File: config.mk
export PLATFORM = sky130hd
export DESIGN_NAME = demux_regbank
export DESIGN_NICKNAME = d
export VERILOG_FILES = /design/src/rtl/demux_regbank.sv
export SDC_FILE = /design/constraint.sdc
export NUM_CORES = 1
export LEC_CHECK = 0
export ABC_AREA = 1
export CAP_MARGIN = 20
export CORE_MARGIN = 1.5
export CORE_UTILIZATION = 46
export DETAILED_ROUTE_END_ITERATION = 10
export GPL_TIMING_DRIVEN = 0
export PLACE_DENSITY = 0.85
export SYNTH_ARGS = -nofsm -noshare
export SYNTH_HDL_FRONTEND = slang
export SYNTH_SLANG_ARGS = --single-unit
File: constraint.sdc
create_clock -name clk -period 1.5 [get_ports clk]
set_input_delay 0.3 -clock clk [delete_from_list [all_inputs] [get_ports clk]]
set_output_delay 0.3 -clock clk [all_outputs]
set_load 0.005 [all_outputs]
File: src/rtl/demux_regbank.sv
// 1-to-NCH demultiplexer with one registered valid/ready holding slot per channel.
// Words sent to a select with no channel behind it are counted in a saturating drop counter.
module demux_regbank #(
    parameter int unsigned W    = 8,
    parameter int unsigned NCH  = 4,
    parameter int unsigned SELW = 2,
    parameter int unsigned CNTW = 8
) (
    input  logic              clk,
    input  logic              reset,
    input  logic [W-1:0]      in_data,
    input  logic [SELW-1:0]   in_sel,
    input  logic              in_valid,
    output logic              in_ready,
    input  logic              flush,
    output logic [NCH*W-1:0]  out_data,
    output logic [NCH-1:0]    out_valid,
    input  logic [NCH-1:0]    out_ready,
    output logic [CNTW-1:0]   drop_count
);

    localparam int unsigned DW = NCH * W;

    logic [DW-1:0]   r_data;
    logic [NCH-1:0]  r_valid;
    logic [CNTW-1:0] r_drop;

    logic [NCH-1:0]  w_hit;
    logic [NCH-1:0]  w_push;
    logic [NCH-1:0]  w_pop;
    logic            w_in_range;
    logic            w_slot_free;
    logic            w_in_ready;
    logic            w_drop;

    // One-hot select decode; an all-zero w_hit marks an out-of-range select.
    always_comb begin
        w_hit = '0;
        for (int unsigned k = 0; k < NCH; k++) begin
            w_hit[k] = (32'(in_sel) == k);
        end
        w_in_range  = |w_hit;
        w_slot_free = |(w_hit & (~r_valid | out_ready));
        w_in_ready  = !flush && (!w_in_range || w_slot_free);
        w_push      = (in_valid && w_in_ready) ? w_hit : '0;
        w_pop       = r_valid & out_ready;
        w_drop      = in_valid && w_in_ready && !w_in_range;
    end

    // A push on a channel wins over its pop, so push-while-pop keeps the slot full.
    always_ff @(posedge clk) begin
        if (reset) begin
            r_data  <= '0;
            r_valid <= '0;
            r_drop  <= '0;
        end else if (flush) begin
            r_data  <= '0;
            r_valid <= '0;
        end else begin
            for (int unsigned k = 0; k < NCH; k++) begin
                if (w_push[k]) begin
                    r_data[k*W +: W] <= in_data;
                    r_valid[k]       <= 1'b1;
                end else if (w_pop[k]) begin
                    r_valid[k] <= 1'b0;
                end
            end
            if (w_drop && (r_drop != '1)) begin
                r_drop <= r_drop + CNTW'(1);
            end
        end
    end

    assign in_ready   = w_in_ready;
    assign out_data   = r_data;
    assign out_valid  = r_valid;
    assign drop_count = r_drop;

endmodule

==> flow_summary_export.csv, run 1 <==
group,metric,value,unit
clocking,clock_sinks,44,
sta,setup_viol,35,
synth,synth_nets,326,
status,violations,"setup timing",
sta,worst_slew_pin_slew,0.503,ns
layout,final_common_cell,"inv_1",
placement,globalplace.congestion,0.905,
global_routing,antenna_found_initial,0,
placement,numPortBuffers,60,
route,ant_nets,0,
pwr,vdd_drop_max,0.000542,V
clocking,clk_pin_slew_worst_paths,0.09,ns
clocking,cts-htree-levels,2,
floorplanning,num_io_pins,63,
worst_hold_path,worstHoldStart,"reset",
sta,hold_viol_final,0,
route,routed_wl,7600,um
sta,grt_setup_unrepaired,"yes",
synth,ys_seq_area_frac,0.435,
sta,relSlewSlack,0.665,
layout,n_fill_cell,258,
sta,finalMaxSlewViolations,0,
clocking,cts_buffers,5,
global_routing,grt_pass1_wl,10700,um
route,drc,0,
clocking,insertion_delay,0.32,ns
sta,fin_crit_sh,1.08,
clocking,clock-root-buffer,"clkbuf_8",
pwr,p_sw_frac,0.301,
pwr,power.density,727,nW/um^2
status,outcome,"complete, but fails checks",
synth,yosysUniqueCellTypes,15,
flow_run,max_cap_viol_count,0,
synth,syn_area_per_cell,6.58,sq um
global_routing,grt_use_total,0.282,
worst_setup_path,r2r-start,"out_valid[0]",
floorplanning,initial_core_util,0.493,
synth,ys_ff_latch,44,
floorplanning,coreArea,4120,sq um
pwr,total_power,2.37,mW
floorplanning,rows,23,
layout,finalNonFillerCells,458,
pwr,p_int,1.66,mW
worst_hold_path,hp-class,"primary input to flip-flop",
layout,antenna_cells,0,
sta,fin_ws,-0.115,ns
worst_setup_path,criticalPathCategory,"primary input to flip-flop",
placement,place_hpwl,3300,um
pwr,pwr-share-clk,0.326,
pwr,power_frac_comb,0.175,
layout,area_growth_syn_to_layout,60.9,%
pwr,power_frac_seq,0.500,
sta,skew,0.00972,ns
placement,dp.cells,418,
route,wl_per_cell,16.6,um
route,first_iter_violations,307,
worst_setup_path,crit_required,1.75,ns
clocking,cts.path.max_buffers,2,
layout,drive_gt1_frac,0.257,
worst_setup_path,crit_path_end_kind,"flip-flop",
floorplanning,die_x,69.4,um
global_routing,grt-ovfl-total,0,
floorplanning,die-area,4810,sq um
layout,nNetsFinal,425,
worst_setup_path,crit_start,"flush",
synth,syn_area,2030,sq um
pwr,p_leak,1.46,nW
sta,holdWs,0.388,ns
worst_setup_path,crit_path_max_fanout,10,
route,via_per_inst,5.39,
global_routing,grt_max_degree,15,
clocking,cts_tree,"yes",
sta,period_needed,1.62,ns
route,vias,2468,
layout,mostFrequentLayoutCells,"inv_1 (78), nand2_1 (53), clkdlybuf4s50_1 (47), nor2_1 (39), dfxtp_1 (37)",
placement,place_ws,-1.16,ns
synth,yosys_warnings,0,
pwr,p_sw,0.713,mW
worst_setup_path,arrival,1.86,ns
floorplanning,die_h,69.4,um
worst_setup_path,cp-start-kind,"primary input",
synth,syn-instance-count,308,
global_routing,first_global_vias,2251,
sta,max_freq,619,MHz
route,drt_pass1_iterations,7,
layout,fin_util,0.793,
## cell families after synthesis
logic type             Yosys count  synth area share
buffers and inverters          102             0.195
AND/OR/NAND/NOR                158             0.360
flip-flops                      44             0.435
AO/OA/AOI/OAI                    4           0.00988
## critical path: stages
cell and delay (ns):
clkdlybuf4s50_1 0.56, nor2_2 0.32, clkbuf_1 0.39, nand2_1 0.13, nor2_1 0.15
## final cells by class
type	instances	area [sq um]	share of cell area
Multi-Input combinational cell	166	987	0.303
Sequential cell	44	890	0.273
Timing Repair Buffer	88	823	0.252
Inverter	91	353	0.108
Clock buffer	5	68.8	0.0211
Tap cell	50	62.6	0.0192
Buffer	11	58.8	0.0180
Clock inverter	3	18.8	0.00575
## timing repair
| action | in CTS | in global routing |
|---|---|---|
| endpoints found under the setup margin | 37 | 45 |
| gates resized for setup | 40 | 53 |
| setup buffers | 26 | 4 |
| cloned | 3 | 1 |
| hold buffers | 0 | 0 |
| pin swaps | 14 | 27 |
| hold endpoints to repair | 0 | 0 |
## state kept, by name, indices dropped and copies added, names as in the netlist
signal / count
out_data: 32
drop_count: 8
out_valid: 4
## Yosys cell counts
library cell | instances | area share
buf_4 | 3 | 0.011
a21oi_1 | 4 | 0.0099
buf_2 | 1 | 0.0025
nand4_1 | 32 | 0.099
clkinv_1 | 1 | 0.0019
buf_1 | 2 | 0.0037
nand4_2 | 4 | 0.025
inv_1 | 90 | 0.17
nor2_4 | 1 | 0.0056
nand2_4 | 1 | 0.0056
nor2_2 | 3 | 0.0093
nor2_1 | 42 | 0.078
dfxtp_1 | 44 | 0.43
nand2_1 | 75 | 0.14
clkbuf_1 | 5 | 0.0093
## routing by layer
metal  GRT usage  vias up  routed length [um]  part of all wire
met2       0.460      190                3660              0.48
li1            -     1123                   -                 -
met1       0.314     1107                2830              0.37
met3      0.0843       48                 731             0.096
met5           0        -                   0                 0
met4       0.194        0                 372             0.049
## per-stage QoR
step | cell area (sq um) | setup TNS (ns)
after global routing | 3260 | -4.49
after detailed placement | 2690 | -25.29
final | 3260 | -1.65
after global placement | 2690 | -22.36
after floorplan | 2030 | 0
after CTS | 3100 | -0.0736
## power groups by stage
| stage | Clock (mW) | Sequential (mW) | Combinational, mW |
|---|---|---|---|
| finish | 0.773 | 1.18 | 0.414 |
| global route | 0.813 | 1.19 | 0.435 |
| CTS | 0.747 | 1.18 | 0.334 |
| detailed placement | 0 | 1.21 | 0.267 |
| global placement | 0 | 1.21 | 0.262 |
| floorplan | 0 | 1.21 | 0.160 |
## worst paths after layout
check / cells past startpoint / slack [ns] / to
min reg2reg: 2 / 0.43 / drop_count[5]
min: 2 / 0.39 / drop_count[5]
max: 5 / -0.12 / out_data[9]
max reg2reg: 12 / -0.10 / out_data[1]
Power figures use the tool's default switching activity.
==> run 2, diff against run 1 <==
GPL_ROUTABILITY_DRIVEN = 0   (was unset)
==> results of run 2 <==
Same layout as run 1: the final DEF is identical, and so are final timing and power.
